`src/rtl/mul_arbiter.sv`:
```
// Two-requester arbiter sharing one multiplier, round-robin on ties.
// Define MUL_ARB_OVF_EN to add the registered ovf output.
module mul_unit #(
  parameter int DATAWIDTH = 8,
  parameter int PW        = DATAWIDTH
) (
  input  logic [DATAWIDTH-1:0] a_i,
  input  logic [DATAWIDTH-1:0] b_i,
  output logic [PW-1:0]        p_o
);
  assign p_o = PW'(a_i) * PW'(b_i);
endmodule

module mul_arbiter #(
  parameter int DATAWIDTH = 8
) (
  input  logic                 Clk,
  input  logic                 Rst,
  input  logic                 req0,
  input  logic [DATAWIDTH-1:0] a0,
  input  logic [DATAWIDTH-1:0] b0,
  input  logic                 req1,
  input  logic [DATAWIDTH-1:0] a1,
  input  logic [DATAWIDTH-1:0] b1,
  output logic                 done0,
  output logic                 done1,
  output logic [DATAWIDTH-1:0] prod,
  output logic                 busy,
  output logic                 gnt_id
`ifdef MUL_ARB_OVF_EN
  ,
  output logic                 ovf
`endif
);

`ifdef MUL_ARB_OVF_EN
  localparam int PW = 2 * DATAWIDTH;
`else
  localparam int PW = DATAWIDTH;
`endif

  typedef enum logic [1:0] {
    IDLE = 2'd0,
    EXEC = 2'd1,
    DONE = 2'd2
  } state_e;

  state_e state_q, state_d;

  logic [DATAWIDTH-1:0] op_a_q, op_b_q;
  logic [DATAWIDTH-1:0] prod_q;
  logic                 gnt_q, last_q;
  logic                 done0_q, done1_q;
  logic [PW-1:0]        mul_p;

  logic other_req;
  logic grant_en;
  logic grant_sel;
  logic exec_fire;
  logic busy_c;

  mul_unit #(
    .DATAWIDTH(DATAWIDTH),
    .PW       (PW)
  ) u_mul (
    .a_i(op_a_q),
    .b_i(op_b_q),
    .p_o(mul_p)
  );

  // the requester just served is not eligible in DONE
  assign other_req = gnt_q ? req0 : req1;

  always_ff @(posedge Clk) begin
    if (Rst) state_q <= IDLE;
    else     state_q <= state_d;
  end

  always_comb begin
    state_d = state_q;
    unique case (state_q)
      IDLE:    if (req0 || req1) state_d = EXEC;
      EXEC:    state_d = DONE;
      DONE:    state_d = other_req ? EXEC : IDLE;
      default: state_d = IDLE;
    endcase
  end

  always_comb begin
    grant_en  = 1'b0;
    grant_sel = gnt_q;
    exec_fire = 1'b0;
    busy_c    = 1'b0;
    unique case (state_q)
      IDLE: begin
        grant_en  = req0 | req1;
        grant_sel = (req0 && req1) ? ~last_q : req1;
      end
      EXEC: begin
        exec_fire = 1'b1;
        busy_c    = 1'b1;
      end
      DONE: begin
        busy_c    = 1'b1;
        grant_en  = other_req;
        grant_sel = ~gnt_q;
      end
      default: ;
    endcase
  end

  always_ff @(posedge Clk) begin
    if (Rst) begin
      op_a_q  <= '0;
      op_b_q  <= '0;
      gnt_q   <= 1'b0;
      last_q  <= 1'b1;
      prod_q  <= '0;
      done0_q <= 1'b0;
      done1_q <= 1'b0;
    end else begin
      if (grant_en) begin
        op_a_q <= grant_sel ? a1 : a0;
        op_b_q <= grant_sel ? b1 : b0;
        gnt_q  <= grant_sel;
        last_q <= grant_sel;
      end
      if (exec_fire) prod_q <= mul_p[DATAWIDTH-1:0];
      done0_q <= exec_fire & ~gnt_q;
      done1_q <= exec_fire & gnt_q;
    end
  end

`ifdef MUL_ARB_OVF_EN
  logic ovf_q;

  always_ff @(posedge Clk) begin
    if (Rst)            ovf_q <= 1'b0;
    else if (exec_fire) ovf_q <= |mul_p[PW-1:DATAWIDTH];
  end

  assign ovf = ovf_q;
`endif

  assign done0  = done0_q;
  assign done1  = done1_q;
  assign prod   = prod_q;
  assign gnt_id = gnt_q;
  assign busy   = busy_c;

endmodule

```
`config.mk`:
```
export PLATFORM = sky130hd
export DESIGN_NAME = mul_arbiter
export DESIGN_NICKNAME = d
export VERILOG_FILES = /design/src/rtl/mul_arbiter.sv
export SDC_FILE = /design/constraint.sdc
export NUM_CORES = 1
export LEC_CHECK = 0
export BUFFER_PORTS_ARGS = -buffer_cell sky130_fd_sc_hd__buf_2
export CAP_MARGIN = 40
export CORE_MARGIN = 2
export CORE_UTILIZATION = 49
export DETAILED_ROUTE_END_ITERATION = 16
export GPL_ROUTABILITY_DRIVEN = 0
export GPL_TIMING_DRIVEN = 0
export MAX_ROUTING_LAYER = met4
export PLACE_DENSITY_LB_ADDON = 0.08
export SLEW_MARGIN = 20
export SYNTH_ARGS = -nofsm -noshare
export SYNTH_HDL_FRONTEND = slang
export SYNTH_SLANG_ARGS = --single-unit
```
`constraint.sdc`:
```
create_clock -name Clk -period 3.6 [get_ports Clk]
set_clock_uncertainty 0.2 [all_clocks]
set_input_delay 0.9 -clock Clk [delete_from_list [all_inputs] [get_ports Clk]]
set_output_delay 0.9 -clock Clk [all_outputs]
set_load 0.01 [all_outputs]
```
==> flow_metrics.py, run 1 <==
metrics = {
    "status": {
        "status": "finished, violations left",
        "violations": "setup timing",
    },
    "global_routing": {
        "antenna_found_initial": 0,
        "grt_usage_pct": 21.1,
        "grt_overflow": 0,
        "grt_max_degree": 11,
        "grt_pass1_vias": 1796,
        "grt_pass1_wl_um": 8180,
    },
    "synthesis": {
        "synth-edff-count": 0,
        "syn_avg_cell_area_um2": 9.20,
        "yosys_register_bits": 30,
        "synth_area_leaders": "dfxtp_1 (28%), ha_1 (12%), fa_1 (11%)",
        "yosysWarnings": 0,
        "syn_area_um2": 2180,
        "ys_seq_area_share_pct": 27.6,
        "ys.flop_type": "dfxtp_1",
        "synth.distinct_cells": 32,
        "netlist_instances": 237,
        "synth_nets": 306,
        "synth_top_area_cell": "dfxtp_1",
        "async_flop_share_pct": 0,
        "yosysTopAreaCellShare_pct": 27.6,
    },
    "clocking": {
        "clock_sinks": 30,
        "numCtsBuffers": 5,
        "tritoncts": "done",
        "cts.path.max_buffers": 2,
        "insertion_delay_ps": 280,
        "cts_root_buf": "clkbuf_8",
        "htree_levels": 2,
        "clkTransAtPathRegs_ps": 70,
    },
    "worst_setup_path": {
        "slowest_delay_ps": 520,
        "crit_buf_inv": 2,
        "required_ps": 3600,
        "reg2reg_depth": 13,
        "r2r_start": "op_b_q[3]",
        "critPathCaptureType": "flip-flop",
        "path_class": "reg -> reg",
        "crit_path_start_kind": "flip-flop",
        "crit_arrival_ps": 3740,
        "crit_family": "adder cells",
        "slowest_stage": "fa_1",
        "path_max_fanout": 6,
        "r2r_setup_slack_ps": -140,
        "path_cells": "and2_2 -> ha_1 -> inv_1 -> fa_1 -> inv_1 -> ha_4 -> fa_2 -> fa_2 -> a21o_4 -> a21oi_4 -> xnor3_1 -> xnor3_1 -> a211oi_2",
        "reg2reg_to": "prod[7]",
    },
    "detailed_routing": {
        "drc": 0,
        "drt-total-wl_um": 4660,
        "vias": 1761,
        "dr.first_iter.drc_count": 36,
        "avgRoutedWirePerCell_um": 13.3,
        "viasPerCell": 5.02,
        "antenna_left": 0,
        "drtPass1Iterations": 4,
    },
    "floorplan": {
        "rows": 24,
        "die_x_um": 70.7,
        "dieArea_um2": 5000,
        "die-height_um": 70.7,
        "core_area_um2": 4320,
        "start_util_pct": 50.4,
        "io_pins": 48,
    },
    "placement": {
        "numPortBuffers": 46,
        "dpl.cell_count": 335,
        "place_ws_ps": -330,
        "hpwlAfterDp_um": 3520,
    },
    "layout": {
        "antennaDiodeCount": 0,
        "area_growth_pct": 26.5,
        "fin_cells": 351,
        "design.final.nets": 367,
        "layout-drive-gt1-share_pct": 33.8,
    },
    "timing": {
        "setup_viol": 1,
        "finalHoldViolCount": 0,
        "rsz0062_at_grt": "true",
        "worst_slack_ps": -136,
        "hold_ws_ps": 273,
        "tightest_slew_ps": 559,
        "max_freq_mhz": 268,
        "fin_crit_ps": 3740,
        "maxSlewViolCount": 0,
        "relSlewSlack_pct": 62.7,
        "setup_tns_ps": -136,
        "post-route-period-util_pct": 104,
    },
    "power_and_ir_drop": {
        "power.total_mw": 1.35,
        "power.density_cell_area_nw_per_um2": 490,
        "peakVddDrop_mv": 0.317,
        "p_leak_nw": 1.35,
    },
    "run": {
        "drv_cap": 0,
    },
    "worst_hold_path": {
        "min_to": "prod[0]",
        "holdPathStages": 2,
        "hp-class": "reg -> reg",
        "hold_start": "prod[0]",
    },
}
[routing by layer]
metal / wire length, um / GRT usage, % / vias to the layer above
met5: 0 / - / -
met4: 57 / 5.45 / 0
met3: 144 / 4.27 / 7
met2: 2290 / 35.1 / 33
met1: 2160 / 26.4 / 816
li1: - / - / 905
[layout by cell type (no fill, tap or decap), types with 3 or more instances in the layout]
master    instances
xnor2_1           9
buf_2            47
dfxtp_2           4
a21oi_1           6
and2_1           11
mux2i_1          22
nand2_2           3
and2_2            5
inv_2             4
clkbuf_1          6
fa_2              4
inv_1            19
dfxtp_1          20
fa_1              8
a211oi_1         18
ha_4              3
nor2_1           28
clkbuf_8          5
ha_1             18
buf_4            10
nand2_1          16
dfxtp_4           6
[power breakdown]
| part | total, mW | switching (mW) | internal [mW] |
|---|---|---|---|
| clock | 0.333 | 0.129 | 0.203 |
| sequential | 0.456 | 0.0626 | 0.394 |
| combinational | 0.563 | 0.281 | 0.282 |
| total | 1.35 | 0.473 | 0.880 |
[worst max path at each step]
stage | startpoint | endpoint | slack, ps | depth (start not counted)
after floorplan | op_a_q[1] | prod[7] | 9 | 12
after global placement | op_b_q[0] | prod[7] | -280 | 14
after detailed placement | op_b_q[0] | prod[7] | -330 | 14
after CTS | op_a_q[1] | prod[7] | -180 | 12
after global routing | op_b_q[3] | prod[7] | -240 | 13
final | op_b_q[3] | prod[7] | -140 | 13
[tightest hold or removal path: stages, from the launching register on]
cell,delay (ps)
dfxtp_1,310
nand2b_1,60
a21oi_1,50
[cell families after synthesis]
family / Yosys count / share of synthesized area (%)
flops: 30 / 27.6
simple gates: 73 / 16.0
buf+inv: 33 / 5.91
compound gates: 31 / 9.93
mux: 23 / 10.6
xor+xnor: 14 / 6.89
fa+ha+maj: 33 / 23.1
[stage by stage]
step                      cell area, um2  util [%]
after floorplan                     2220         -
after CTS                           2740      63.3
after detailed placement            2520      58.3
after global routing                2760      63.8
final                               2760      63.8
after global placement              2520      58.3
[state kept, by name (all words and copies together), names as in the netlist]
signal,count
op_b_q,8
state_q,2
done1,1
gnt_id,1
done0,1
last_q,1
op_a_q,8
prod,8
[area by class of cell]
class	instances	area, um2
multi-input combinational	174	1530
inverter	23	86.3
clock buffer	5	68.8
timing repair buffer	55	298
tap	52	65.1
sequential	30	628
clock inverter	3	40.0
fill	380	1570
buffer	9	38.8
[cells in the mapped netlist, types with 5 or more instances]
master and instances:
and2_1 13, a211oi_1 18, fa_1 12, nand2_1 18, ha_1 21, clkbuf_1 7
a21oi_1 7, mux2i_1 22, inv_1 23, nor2_1 28, and2_2 5, dfxtp_1 30
xnor2_1 10
[timing repair]
| item | 4_1_cts | 5_1_grt |
|---|---|---|
| pin swaps | 12 | 4 |
| resized for setup | 17 | 4 |
| buffers inserted | 8 | 1 |
| hold buffers | 0 | 0 |
| endpoints found under the setup margin | 1 | 1 |
Power figures use the tool's default switching activity.
==> inputs of run 2 (changes only) <==
- CORE_UTILIZATION: 49 -> 50
- SYNTH_HIERARCHICAL: unset -> 1
==> run 2 against run 1 <==
Against the previous run:
- the flow still finishes with violations (setup timing)
- wire length up 8.6%
- maximum frequency down 0.71%
- area after synthesis grew 8.2%
- critical path type unchanged
==> flow_metrics.py, run 2 <==
metrics = {
    "clocking": {
        "cts.path.max_buffers": 2,
        "postCtsHoldBufs": 0,
        "cts_root_buf": "clkbuf_8",
        "insertion_delay_ps": 280,
        "clock_sinks": 30,
        "numCtsBuffers": 5,
        "tritoncts": "done",
        "htree_levels": 2,
        "clkTransAtPathRegs_ps": 60,
    },
    "floorplan": {
        "dieArea_um2": 5280,
        "io_pins": 48,
        "start_util_pct": 53.0,
        "rows": 24,
        "die_x_um": 72.7,
        "die-height_um": 72.7,
        "core_area_um2": 4440,
    },
    "detailed_routing": {
        "dr.first_iter.drc_count": 52,
        "antenna_left": 0,
        "drc": 0,
        "avgRoutedWirePerCell_um": 13.6,
        "drtPass1Iterations": 4,
        "drt-total-wl_um": 5060,
        "vias": 1950,
        "viasPerCell": 5.23,
    },
    "layout": {
        "area_growth_pct": 23.3,
        "antennaDiodeCount": 0,
        "design.final.nets": 389,
        "final_common_cell": "buf_2",
        "nFillCells": 397,
        "layout-drive-gt1-share_pct": 36.4,
        "final_area_um2": 2910,
        "final_cell_mix": "buf_2 (49), nand2_1 (48), dfxtp_1 (20), inv_1 (18), nor3_1 (18)",
    },
    "power_and_ir_drop": {
        "p_leak_nw": 1.33,
        "combPwrFrac_pct": 45.1,
        "peakVddDrop_mv": 0.307,
        "p_clk_share_pct": 20.9,
        "internal-power_uw": 846,
        "p_sw_share_pct": 37.4,
        "power.density_cell_area_nw_per_um2": 465,
        "switchingPower_uw": 506,
        "seq_power_share_pct": 34.1,
        "power.total_mw": 1.35,
    },
    "synthesis": {
        "ys_seq_area_share_pct": 25.5,
        "synth_top_area_cell": "dfxtp_1",
        "yosys_register_bits": 30,
        "ys.flop_type": "dfxtp_1",
        "syn_avg_cell_area_um2": 9.03,
        "syn_area_um2": 2360,
        "async_flop_share_pct": 0,
        "synth-edff-count": 0,
        "yosysWarnings": 6,
        "synth_nets": 330,
        "synthTopCellsByCount": "nand2_1 (50), dfxtp_1 (30), inv_1 (23)",
        "synth.distinct_cells": 37,
        "netlist_instances": 261,
        "synth_area_leaders": "dfxtp_1 (25%), ha_1 (11%), fa_1 (10%)",
        "yosysMostFrequentCell": "nand2_1",
        "yosysTopAreaCellShare_pct": 25.5,
    },
    "worst_setup_path": {
        "path_class": "reg -> reg",
        "critPathCaptureType": "flip-flop",
        "crit_arrival_ps": 3720,
        "required_ps": 3560,
        "crit_path_start_kind": "flip-flop",
        "path_max_fanout": 4,
        "r2r_setup_slack_ps": -160,
    },
    "placement": {
        "hpwlAfterDp_um": 3840,
        "numPortBuffers": 45,
        "dpl_cell_area_um2": 2690,
    },
    "timing": {
        "max_freq_mhz": 266,
        "tightest_slew_ps": 667,
        "finalHoldViolCount": 0,
        "worst_slack_ps": -163,
        "setup_viol": 1,
        "fin_crit_ps": 3760,
        "relSlewSlack_pct": 55.5,
        "maxSlewViolCount": 0,
        "rsz0062_at_grt": "true",
        "post-route-period-util_pct": 105,
    },
    "global_routing": {
        "grt_pass1_wl_um": 8490,
        "grt_overflow": 0,
        "grt_max_degree": 11,
        "antenna_found_initial": 0,
        "grt_usage_pct": 21.4,
        "grt_pass1_vias": 1837,
    },
    "status": {
        "violations": "setup timing",
        "status": "finished, violations left",
    },
    "worst_hold_path": {
        "hp-class": "reg -> reg",
    },
    "run": {
        "drv_cap": 0,
    },
}
## run 2: changes by cell type after synthesis, moves of 3 or more
cell	before	now
a311oi_2	0	10
mux2i_1	22	9
a211oi_1	18	0
nand2_1	18	50
nor3_1	2	18
buf_2	1	4
nor2_1	28	10
buf_6	0	3
a311oi_1	0	6
## run 2: timing repair
action,in CTS,in global routing
endpoints found under the setup margin,1,1
pin swaps,7,2
buffers inserted,7,0
gates resized for setup,16,7
## run 2: cell families after synthesis
kind of cell	Yosys count	synth area share [%]
compound gates	32	13.8
xor+xnor	14	6.69
fa+ha+maj	33	21.3
buf+inv	37	7.22
flops	30	25.5
mux	10	4.30
simple gates	105	21.2
## run 2: worst max-delay path, stage by stage (launching register included)
cell and delay, ps:
dfxtp_4 360, and2_4 160, fa_2 380, inv_2 60
fa_1 410, fa_1 470, fa_1 530, inv_2 50
ha_4 250, a21oi_4 130, xnor3_1 230, xnor3_1 210
mux2i_1 140, nor2_1 60
## run 2: worst paths after layout
check,from,to,cells after the start
worst max-delay path,op_b_q[4],prod[7],13
worst min-delay path,prod[5],prod[5],2
worst max register to register,op_b_q[4],prod[7],13
worst min register to register,prod[5],prod[5],2
## run 2: per-layer routing
layer	routed length [um]	up-vias	track usage, %
met5	0	-	-
met4	68	0	7.61
met3	163	6	2.90
met2	2510	34	33.7
met1	2320	914	28.3
li1	-	996	-
## run 2: per-stage QoR
| stage | worst slack (ps) | utilization (%) | setup TNS [ps] | std cells | hold slack [ps] |
|---|---|---|---|---|---|
| final | -163 | 65.4 | -163 | 373 | 288 |
| after CTS | -189 | 64.9 | -189 | 373 | 297 |
| after global routing | -253 | 65.4 | -253 | 373 | 319 |
| after global placement | -288 | 60.6 | -288 | 358 | 267 |
| after floorplan | 5.26 | - | 0 | 261 | 279 |
| after detailed placement | -337 | 60.6 | -337 | 358 | 279 |
## run 2: cell type report
class / instances / area [um2] / area share [%]
multi-input combinational: 194 / 1670 / 57.4
tap: 52 / 65.1 / 2.24
timing repair buffer: 52 / 278 / 9.56
buffer: 14 / 83.8 / 2.88
clock inverter: 2 / 12.5 / 0.430
clock buffer: 6 / 82.6 / 2.84
sequential: 30 / 631 / 21.7
inverter: 23 / 86.3 / 2.97
## run 2: power groups by stage
stage	clock (mW)	combinational [mW]	sequential, mW
after global routing	0.299	0.682	0.471
after CTS	0.289	0.608	0.458
after global placement	0	0.556	0.465
final	0.282	0.609	0.461
after detailed placement	0	0.565	0.466
after floorplan	0	0.437	0.447
==> inputs of run 3 (changes only) <==
- ABC_AREA: unset -> 1
- CORE_UTILIZATION: 50 -> 51
- SLEW_MARGIN: 20 -> unset
==> run 3 against run 2 <==
Against the previous run:
- the run still ends with setup timing left
- wire length grew 19%
- final area up 17%
- critical path depth rose by 6
- count of clock-buffer cells in the layout unchanged
- flip-flop and latch count unchanged
- sequential share of layout area decreased by 3.4 points
- critical path type unchanged
- largest cell class unchanged
==> flow_metrics.py, run 3 <==
metrics = {
    "worst_setup_path": {
        "required_ps": 3590,
        "path_class": "reg -> reg",
        "reg2reg_to": "prod[7]",
        "crit_arrival_ps": 3720,
        "crit_path_start_kind": "flip-flop",
        "reg2reg_depth": 19,
        "critPathCaptureType": "flip-flop",
        "path_max_fanout": 3,
        "r2r_start": "op_a_q[1]",
        "r2r_setup_slack_ps": -140,
    },
    "power_and_ir_drop": {
        "power.density_cell_area_nw_per_um2": 488,
        "power.total_mw": 1.66,
        "p_leak_nw": 2.11,
        "peakVddDrop_mv": 0.258,
    },
    "floorplan": {
        "core_area_um2": 5140,
        "die-height_um": 77.4,
        "die_x_um": 77.4,
        "rows": 26,
        "dieArea_um2": 5980,
        "io_pins": 48,
        "start_util_pct": 53.4,
    },
    "layout": {
        "final_common_cell": "nand2_1",
        "final_cell_mix": "nand2_1 (111), inv_1 (95), nand3_1 (54), buf_2 (48), dfxtp_1 (22)",
        "fin_cells": 561,
        "nFillCells": 480,
        "antennaDiodeCount": 0,
        "layout-drive-gt1-share_pct": 28.3,
        "area_growth_pct": 24.1,
        "design.final.nets": 559,
        "fin_util_pct": 66.3,
        "final_area_um2": 3410,
    },
    "synthesis": {
        "yosys_register_bits": 30,
        "ys_seq_area_share_pct": 21.9,
        "async_flop_share_pct": 0,
        "yosysWarnings": 6,
        "synth_nets": 488,
        "synth_compound_area_share_pct": 3.51,
        "synth_fa_ha_area_share_pct": 18.3,
        "synth_xor_area_share_pct": 0.958,
        "synth_top_family_by_area": "simple AND/OR/NAND/NOR gates",
        "synth-edff-count": 0,
        "syn_avg_cell_area_um2": 6.55,
        "ys.flop_type": "dfxtp_1",
        "syn_area_um2": 2740,
        "synth.distinct_cells": 27,
        "synth_mux_area_share_pct": 0,
        "synthTopCellsByCount": "nand2_1 (118), inv_1 (104), nand3_1 (56)",
        "synth_area_leaders": "dfxtp_1 (22%), nand2_1 (16%), inv_1 (14%)",
        "netlist_instances": 419,
        "yosysMostFrequentCell": "nand2_1",
        "yosysTopAreaCellShare_pct": 21.9,
        "synth_top_area_cell": "dfxtp_1",
        "yosys.area_share.simple_pct": 35.7,
    },
    "detailed_routing": {
        "antenna_left": 0,
        "vias": 2608,
        "drt-total-wl_um": 6000,
        "viasPerCell": 4.65,
        "dr.first_iter.drc_count": 111,
        "avgRoutedWirePerCell_um": 10.7,
        "drc": 0,
        "drtPass1Iterations": 4,
    },
    "worst_hold_path": {
        "holdPathStages": 2,
        "hp-class": "reg -> reg",
        "min_to": "prod[0]",
        "hold_start": "prod[0]",
    },
    "timing": {
        "worst_slack_ps": -138,
        "fin_crit_ps": 3740,
        "setup_viol": 1,
        "max_freq_mhz": 268,
        "relSlewSlack_pct": 74.7,
        "hold_ws_ps": 298,
        "setup_tns_ps": -138,
        "tightest_slew_ps": 379,
        "maxSlewViolCount": 0,
        "finalHoldViolCount": 0,
        "rsz0062_at_grt": "true",
        "post-route-period-util_pct": 104,
    },
    "clocking": {
        "htree_levels": 2,
        "cts.path.max_buffers": 2,
        "numCtsBuffers": 5,
        "cts_root_buf": "clkbuf_8",
        "tritoncts": "done",
        "postCtsHoldBufs": 0,
        "clock_sinks": 30,
        "insertion_delay_ps": 290,
        "clkTransAtPathRegs_ps": 70,
    },
    "status": {
        "violations": "setup timing",
        "status": "finished, violations left",
    },
    "placement": {
        "numPortBuffers": 47,
        "hpwlAfterDp_um": 4480,
        "dpl.cell_count": 536,
        "place_ws_ps": -309,
        "dpl_cell_area_um2": 3100,
    },
    "global_routing": {
        "grt_pass1_wl_um": 10500,
        "grt_pass1_vias": 2471,
        "grt_usage_pct": 22.0,
        "antenna_found_initial": 0,
        "grt_max_degree": 11,
        "grt_overflow": 0,
    },
    "run": {
        "drv_cap": 0,
    },
}
==> run 3: cell types whose count changed after synthesis, moves of 10 or more <==
cell      delta
a311oi_2    -10
and2_1      -14
inv_1       +81
nand2_1     +68
nand3_1     +55
nor3_1      -16
==> run 3: worst max path at each step <==
stage,end,slack [ps],start
finish,prod[7],-140,op_a_q[1]
global route,prod[7],-280,op_a_q[1]
CTS,prod[7],-170,op_a_q[2]
detailed placement,prod[7],-310,op_a_q[3]
global placement,prod[7],-270,op_b_q[3]
floorplan,prod[7],20,op_b_q[4]
==> run 3: report_power, final <==
part,internal (mW),switching (mW),total (mW)
clock network,0.154,0.134,0.288
logic,0.404,0.491,0.895
registers,0.412,0.0683,0.480
total,0.970,0.693,1.66
==> run 3: what timing repair did <==
action / 4_1_cts / 5_1_grt
endpoints found under the setup margin: 1 / 2
gates resized for setup: 23 / 9
buffers inserted: 12 / 5
pin swaps: 12 / 17
==> run 3: critical path: stages, from the launching register on <==
cell and delay, ps:
dfxtp_4 350, nand2_2 60, inv_2 40, fa_2 380
inv_2 60, fa_1 430, fa_1 510, fa_1 510
inv_2 50, ha_4 280, nand2_1 100, nand3_4 90
xor2_2 160, inv_1 50, nand2_1 70, nand2_1 70
nand2_2 60, nand2_2 50, nor2_1 90, nor2_1 40
==> run 3: area by class of cell <==
cell class,count,area [um2],share of cell area (%)
Buffer,12,126,3.71
Sequential cell,30,623,18.3
Multi-Input combinational cell,267,1700,49.9
Clock buffer,6,82.6,2.42
Inverter,110,413,12.1
Clock inverter,2,11.3,0.331
Timing Repair Buffer,64,363,10.7
Tap cell,70,87.6,2.57
==> run 3: cells by family (layout without fill, tap and decap cells) <==
kind of cell / Yosys count / count (layout)
AO/OA/AOI/OAI: 16 / 16
AND/OR/NAND/NOR: 215 / 215
buffers and inverters: 122 / 194
flip-flops: 30 / 30
adder cells (fa/ha/maj): 33 / 33
XOR/XNOR: 3 / 3
==> run 3: routing by layer <==
| layer | part of all wire [%] | GRT usage (%) | vias to the layer above |
|---|---|---|---|
| li1 | - | - | 1392 |
| met1 | 47 | 26.7 | 1152 |
| met2 | 48 | 37.8 | 55 |
| met3 | 3.7 | 3.26 | 9 |
| met4 | 1.4 | 6.96 | 0 |
| met5 | 0 | - | - |
